===== src/rtl/utils_pkg.sv =====
// Shared LSU types: execute-side op, trap info, bus master FSM states and the
// alignment rule used when an op is captured.
package utils_pkg;

    typedef enum logic [1:0] {
        LSU_NONE  = 2'd0,
        LSU_LOAD  = 2'd1,
        LSU_STORE = 2'd2
    } lsu_op_typ_t;

    typedef enum logic [2:0] {
        LSU_B  = 3'd0,
        LSU_BU = 3'd1,
        LSU_H  = 3'd2,
        LSU_HU = 3'd3,
        LSU_W  = 3'd4
    } lsu_width_t;

    typedef struct packed {
        lsu_op_typ_t op_typ;
        lsu_width_t  width;
        logic [31:0] addr;
        logic [31:0] wdata;
    } s_lsu_op_t;

    typedef struct packed {
        logic        active;
        logic [31:0] mtval;
    } s_trap_info_t;

    typedef enum logic [1:0] {
        IDLE     = 2'd0,
        REQ      = 2'd1,
        WAIT_RSP = 2'd2
    } lsu_fsm_t;

    // Byte accesses can never be misaligned.
    function automatic logic is_misaligned(lsu_width_t width, logic [1:0] offset);
        logic mis;
        mis = 1'b0;
        case (width)
            LSU_H, LSU_HU: mis = offset[0];
            LSU_W:         mis = (offset != 2'b00);
            default:       mis = 1'b0;
        endcase
        return mis;
    endfunction

endpackage


===== src/rtl/lsu_align.sv =====
// Lane handling for the LSU: byte enables and lane-replicated store data,
// plus extraction and sign/zero extension of load data from a 32-bit bus word.
module lsu_align
    import utils_pkg::*;
(
    input  lsu_width_t  width,
    input  logic [1:0]  offset,
    input  logic [31:0] st_data,
    input  logic [31:0] rdata,
    output logic [3:0]  be,
    output logic [31:0] wdata,
    output logic [31:0] ld_data
);

    logic [31:0]        shifted;
    logic signed [7:0]  byte_s;
    logic signed [15:0] half_s;

    // Halves are only ever at offset 0 or 2, so one byte-granular shift serves both.
    always_comb begin
        shifted = rdata >> {offset, 3'b000};
        byte_s  = signed'(shifted[7:0]);
        half_s  = signed'(shifted[15:0]);
        be      = 4'b1111;
        wdata   = st_data;
        ld_data = shifted;
        case (width)
            LSU_B: begin
                be      = 4'b0001 << offset;
                wdata   = {4{st_data[7:0]}};
                ld_data = 32'(byte_s);
            end
            LSU_BU: begin
                be      = 4'b0001 << offset;
                wdata   = {4{st_data[7:0]}};
                ld_data = {24'h000000, shifted[7:0]};
            end
            LSU_H: begin
                be      = 4'b0011 << offset;
                wdata   = {2{st_data[15:0]}};
                ld_data = 32'(half_s);
            end
            LSU_HU: begin
                be      = 4'b0011 << offset;
                wdata   = {2{st_data[15:0]}};
                ld_data = {16'h0000, shifted[15:0]};
            end
            default: begin
                be      = 4'b1111;
                wdata   = st_data;
                ld_data = shifted;
            end
        endcase
    end

endmodule


===== src/rtl/lsu_bus_master.sv =====
// Load/store unit bus master: captures one op from execute, issues a single
// req/gnt/rvalid bus transaction and reports load data or traps.
module lsu_bus_master
    import utils_pkg::*;
#(
    parameter int TIMEOUT_CYCLES = 0
) (
    input  logic         clk,
    input  logic         rst,
    input  s_lsu_op_t    lsu_i,
    output logic         lsu_bp_o,
    output logic [31:0]  ld_data_o,
    output logic         ld_valid_o,
    output s_trap_info_t trap_ld_o,
    output s_trap_info_t trap_st_o,
    output logic         fault_o,
    output logic         req_o,
    output logic [31:0]  addr_o,
    output logic         we_o,
    output logic [3:0]   be_o,
    output logic [31:0]  wdata_o,
    input  logic         gnt_i,
    input  logic         rvalid_i,
    input  logic [31:0]  rdata_i,
    input  logic         err_i
);

    localparam int CNT_W   = (TIMEOUT_CYCLES > 1) ? $clog2(TIMEOUT_CYCLES) : 1;
    localparam int TO_LAST = (TIMEOUT_CYCLES > 0) ? TIMEOUT_CYCLES - 1 : 0;
    localparam logic [CNT_W-1:0] TO_LAST_C = CNT_W'(TO_LAST);

    lsu_fsm_t         state;
    lsu_fsm_t         state_nxt;
    s_lsu_op_t        op_q;
    logic             mis_q;
    logic [CNT_W-1:0] to_cnt;

    logic        capture;
    logic        mis_now;
    logic        timeout_hit;
    logic        rsp_ok;
    logic        bus_fault;
    logic        is_load;
    logic        is_store;
    logic        bus_on;
    logic        trap_any;
    logic [3:0]  al_be;
    logic [31:0] al_wdata;
    logic [31:0] al_ld;

    assign capture     = (state == IDLE) && (lsu_i.op_typ != LSU_NONE);
    assign mis_now     = is_misaligned(lsu_i.width, lsu_i.addr[1:0]);
    assign timeout_hit = (TIMEOUT_CYCLES > 0) && (to_cnt == TO_LAST_C);
    assign is_load     = (op_q.op_typ == LSU_LOAD);
    assign is_store    = (op_q.op_typ == LSU_STORE);

    always_ff @(posedge clk) begin
        if (rst) begin
            state <= IDLE;
            mis_q <= 1'b0;
        end else begin
            state <= state_nxt;
            mis_q <= capture && mis_now;
        end
    end

    // The captured op is pure data; every output that exposes it is qualified by control.
    always_ff @(posedge clk) begin
        if (capture) begin
            op_q <= lsu_i;
        end
    end

    // Cleared whenever outside WAIT_RSP, so it restarts from zero on every entry.
    always_ff @(posedge clk) begin
        if (rst || (state != WAIT_RSP)) begin
            to_cnt <= '0;
        end else begin
            to_cnt <= to_cnt + 1'b1;
        end
    end

    always_comb begin
        state_nxt = state;
        rsp_ok    = 1'b0;
        bus_fault = 1'b0;
        case (state)
            IDLE: begin
                if (capture && !mis_now) begin
                    state_nxt = REQ;
                end
            end
            REQ: begin
                if (gnt_i) begin
                    state_nxt = WAIT_RSP;
                end
            end
            WAIT_RSP: begin
                if (rvalid_i) begin
                    state_nxt = IDLE;
                    bus_fault = err_i;
                    rsp_ok    = !err_i;
                end else if (timeout_hit) begin
                    state_nxt = IDLE;
                    bus_fault = 1'b1;
                end
            end
            default: begin
                state_nxt = IDLE;
            end
        endcase
    end

    lsu_align u_align (
        .width   (op_q.width),
        .offset  (op_q.addr[1:0]),
        .st_data (op_q.wdata),
        .rdata   (rdata_i),
        .be      (al_be),
        .wdata   (al_wdata),
        .ld_data (al_ld)
    );

    // Outputs are gated with rst so they read as zero for the whole reset cycle,
    // including a cycle where the state register has not yet been cleared.
    assign bus_on   = (state == REQ) && !rst;
    assign req_o    = bus_on;
    assign addr_o   = bus_on ? {op_q.addr[31:2], 2'b00} : 32'h0;
    assign we_o     = bus_on && is_store;
    assign be_o     = bus_on ? al_be : 4'h0;
    assign wdata_o  = bus_on ? al_wdata : 32'h0;
    assign lsu_bp_o = (state != IDLE) && !rst;

    assign ld_valid_o = rsp_ok && is_load && !rst;
    assign ld_data_o  = ld_valid_o ? al_ld : 32'h0;

    // A misaligned trap only fires from IDLE and a bus fault only from WAIT_RSP,
    // so the two sources never coincide.
    assign trap_any = !rst && (mis_q || bus_fault);
    assign fault_o  = !rst && bus_fault;

    always_comb begin
        trap_ld_o        = '0;
        trap_st_o        = '0;
        trap_ld_o.active = trap_any && is_load;
        trap_st_o.active = trap_any && is_store;
        if (trap_ld_o.active) begin
            trap_ld_o.mtval = op_q.addr;
        end
        if (trap_st_o.active) begin
            trap_st_o.mtval = op_q.addr;
        end
    end

endmodule


===== config.mk =====
export PLATFORM = sky130hd
export DESIGN_NAME = lsu_bus_master
export DESIGN_NICKNAME = d
export VERILOG_FILES = /design/src/rtl/utils_pkg.sv /design/src/rtl/lsu_align.sv /design/src/rtl/lsu_bus_master.sv
export SDC_FILE = /design/constraint.sdc
export NUM_CORES = 1
export LEC_CHECK = 0
export CAP_MARGIN = 5
export CORE_AREA = 2 2 106 108
export DETAILED_ROUTE_END_ITERATION = 8
export DIE_AREA = 0 0 108 110
export HOLD_SLACK_MARGIN = 0.06
export PLACE_DENSITY = 0.95
export SYNTH_ARGS = -nofsm -noshare
export SYNTH_HDL_FRONTEND = slang
export SYNTH_SLANG_ARGS = --single-unit
export TNS_END_PERCENT = 50

===== constraint.sdc =====
create_clock -name clk -period 4.2 [get_ports clk]
set_input_delay 0.63 -clock clk [delete_from_list [all_inputs] [get_ports clk]]
set_output_delay 0.63 -clock clk [all_outputs]
set_load 0.05 [all_outputs]

==> results.json <==
{
  "crit_path_start_kind": "input pin",
  "p_leak_uw": 0.00302,
  "final_max_slew_viol_count": 0,
  "core_sq_mm": 0.0107,
  "postCtsHoldBufs": 0,
  "cp_slowest_cell": "clkdlybuf4s50_1",
  "hold_end": "state[1]",
  "r2r-start": "state[1]",
  "reg2regPathDepth": 2,
  "synth_compound_area_share_pct": 11.5,
  "path_cells": "clkdlybuf4s50_1, and4bb_2, nand2_1, a211oi_1, clkdlybuf4s50_1",
  "cp_num_buf_inv": 2,
  "antenna_found_initial": 0,
  "synth_seq_cells": 72,
  "end_kind": "output port",
  "num_rows": 38,
  "area_delta_synth_final_pct": 78.8,
  "dp_cells": 804,
  "finish.instance_area_sq_mm": 0.00754,
  "setup_viol": 0,
  "drv_cap": 0,
  "die_area_sq_mm": 0.0119,
  "die_x_microns": 108,
  "path_max_fanout": 18,
  "ys_types": 37,
  "clock-sinks": 72,
  "n_antenna_cell": 0,
  "netlist_area_sq_mm": 0.00422,
  "synth.area.mux_share_pct": 8.64,
  "slew_headroom_pct": 37.0,
  "synthFlopType": "edfxtp_1",
  "cts_tree": "done",
  "start_util_pct": 39.4,
  "hold_start": "state[1]",
  "yosysSeqAreaShare_pct": 50.6,
  "nets": 781,
  "synthCells": 414,
  "synth_xor_area_share_pct": 0,
  "whs_path_depth": 2,
  "grt_remaining_overflow": 0,
  "clock_latency_ns": 0.35,
  "worst-path-stages": 5,
  "wl_per_cell_microns": 18.9,
  "path_class": "input pin to output port",
  "grt_pass1_wl_mm": 22.6,
  "clockBufferDepth": 2,
  "critPathMaxStageDelay_ns": 0.87,
  "r2r_setup_slack_ns": 2.45,
  "wirelength_mm": 15.5,
  "p_per_area_mw_per_mm2": 293,
  "die_h_microns": 110,
  "reg2reg_to": "op_q[60]",
  "cp_data_arrival_time_ns": 3.13,
  "setup_tns_ns": 0,
  "cts.root.buffer_cell": "clkbuf_8",
  "crit_required_ns": 3.57,
  "synth-simple-area-share_pct": 25.5,
  "power_uw": 2210,
  "rsz0062_at_grt": "false",
  "cts_buffers": 9,
  "drt_iter0_markers": 312,
  "io_pins": 277,
  "ir_worst_vdd_mv": 0.295,
  "synth-async-reset-ratio_pct": 0,
  "clk_pin_slew_worst_paths_ns": 0.07,
  "critical-path-top-delay-family": "buffers and inverters",
  "ant_nets": 0,
  "synth_enable_flop_cells": 69,
  "avgSynthCellArea_sq_um": 10.2,
  "grt.total_usage_pct": 25.0,
  "synth_warnings": 0,
  "fmax_mhz": 266,
  "hold_class": "register to register",
  "whs_ns": 0.593,
  "place_congestion": 0.873,
  "finalHoldViolCount": 0,
  "drc": 0,
  "viasPerCell": 5.19,
  "met1Wirelength_mm": 5.44,
  "met2_length_mm": 7.97,
  "clock_skew_ns": 0.00718,
  "register_area_sq_mm": 0.00213,
  "multi_input_area_sq_mm": 0.00194,
  "crit_top_cell": "clkdlybuf4s50_1",
  "top_layer": "met4",
  "final_layout_size_suffix_gt1_share_pct": 18.9,
  "synth_top_family_by_area": "simple AND/OR/NAND/NOR gates",
  "firstDrtPassIters": 4,
  "place_area_sq_mm": 0.00733,
  "grt_start_max_net_pins": 71,
  "fin_crit_sh_pct": 89.4,
  "num-fill-cells": 740,
  "synthAdderAreaFrac_pct": 0,
  "fin_crit_ns": 3.76,
  "hpwl_mm": 11.6,
  "status": "finished clean",
  "instances_no_fill": 819,
  "first_global_vias": 4330,
  "vias": 4249,
  "wl_met3_mm": 1.51,
  "postCtsSetupBuffers": 0,
  "io_buffers": 274,
  "post_cts_resized": 0,
  "htreeDepth": 3,
  "worst_pin_slew_ns": 0.944
}
through the flow:
step           utilization [%]  setup slack, ns
6_report                  70.4            0.445
5_1_grt                   70.4            0.316
4_1_cts                   70.4            0.478
3_5_place_dp              68.5            0.490
3_3_place_gp              68.5            0.528
2_1_floorplan                -             1.18
how the worst max path moves through the flow:
stage              from           end
4_1_cts             rst  ld_data_o[2]
2_1_floorplan  op_q[32]  ld_data_o[1]
5_1_grt           err_i  ld_data_o[2]
3_3_place_gp        rst   wdata_o[26]
6_report            rst  ld_data_o[2]
3_5_place_dp        rst  ld_data_o[2]
registers in the layout, indices dropped and copies added, names as in the netlist:
| name | flops |
|---|---|
| mis_q | 1 |
| op_q | 69 |
| state | 2 |
cell usage in the layout (no fill, tap or decap), types with 2 or more instances in the layout:
| cell | instances |
|---|---|
| inv_1 | 4 |
| buf_12 | 39 |
| clkinvlp_4 | 2 |
| bufinv_16 | 2 |
| nor2b_1 | 9 |
| a211oi_1 | 14 |
| clkbuf_8 | 9 |
| conb_1 | 2 |
| a21oi_1 | 30 |
| o21ai_0 | 16 |
| nor2_1 | 41 |
| a21bo_2 | 7 |
| clkinv_2 | 2 |
| mux2i_1 | 33 |
| nand2b_1 | 3 |
| mux2_2 | 3 |
| nand2_1 | 19 |
| o21bai_1 | 2 |
| edfxtp_1 | 69 |
| clkdlybuf4s50_1 | 185 |
| buf_4 | 57 |
| dfxtp_1 | 3 |
| and2_1 | 110 |
metal layers:
metal | up-vias | global-route usage, %
met2 | 238 | 46.4
met5 | - | 0
li1 | 1953 | -
met4 | 0 | 12.0
met3 | 44 | 7.88
met1 | 2014 | 25.5
layout make-up:
| class | instances | share of cell area, % |
|---|---|---|
| Inverter | 4 | 0.199 |
| Timing Repair Buffer | 281 | 40.6 |
| Multi-Input combinational cell | 307 | 25.8 |
| Tap cell | 140 | 2.32 |
| Clock inverter | 6 | 1.13 |
| Clock buffer | 9 | 1.64 |
| Sequential cell | 72 | 28.3 |
cell usage after synthesis, drive strengths merged (2+ instances only):
cell | n | area [sq um]
edfxtp | 69 | 2070
nand2 | 19 | 71.3
inv | 4 | 15.0
o21bai | 2 | 15.0
o21ai | 16 | 80.1
nor2 | 42 | 158
clkbuf | 23 | 86.3
mux2 | 3 | 33.8
buf | 9 | 56.3
mux2i | 33 | 330
nor3b | 2 | 15.0
a211oi | 14 | 105
nor2b | 10 | 65.1
and2 | 110 | 688
a21bo | 8 | 80.1
nand2b | 3 | 18.8
a21oi | 30 | 150
dfxtp | 3 | 60.1
worst min-delay path, delay by kind of cell, from the launching register on:
family          cells  cell delay [ns]
simple gates        1             0.05
flops               1             0.36
compound gates      1             0.15
logic make-up after synthesis:
kind of cell           Yosys count
DFF                             72
muxes                           36
buffers and inverters           36
and+or+nand+nor                193
AOI/OAI and AO/OA               76
other                            1
report_power, final:
group          switching, uW  internal, uW
Clock                    266           329
Sequential              50.1           893
Combinational            383           285
Total                    700          1510
Note: power is estimated with default switching activity, not from simulation.
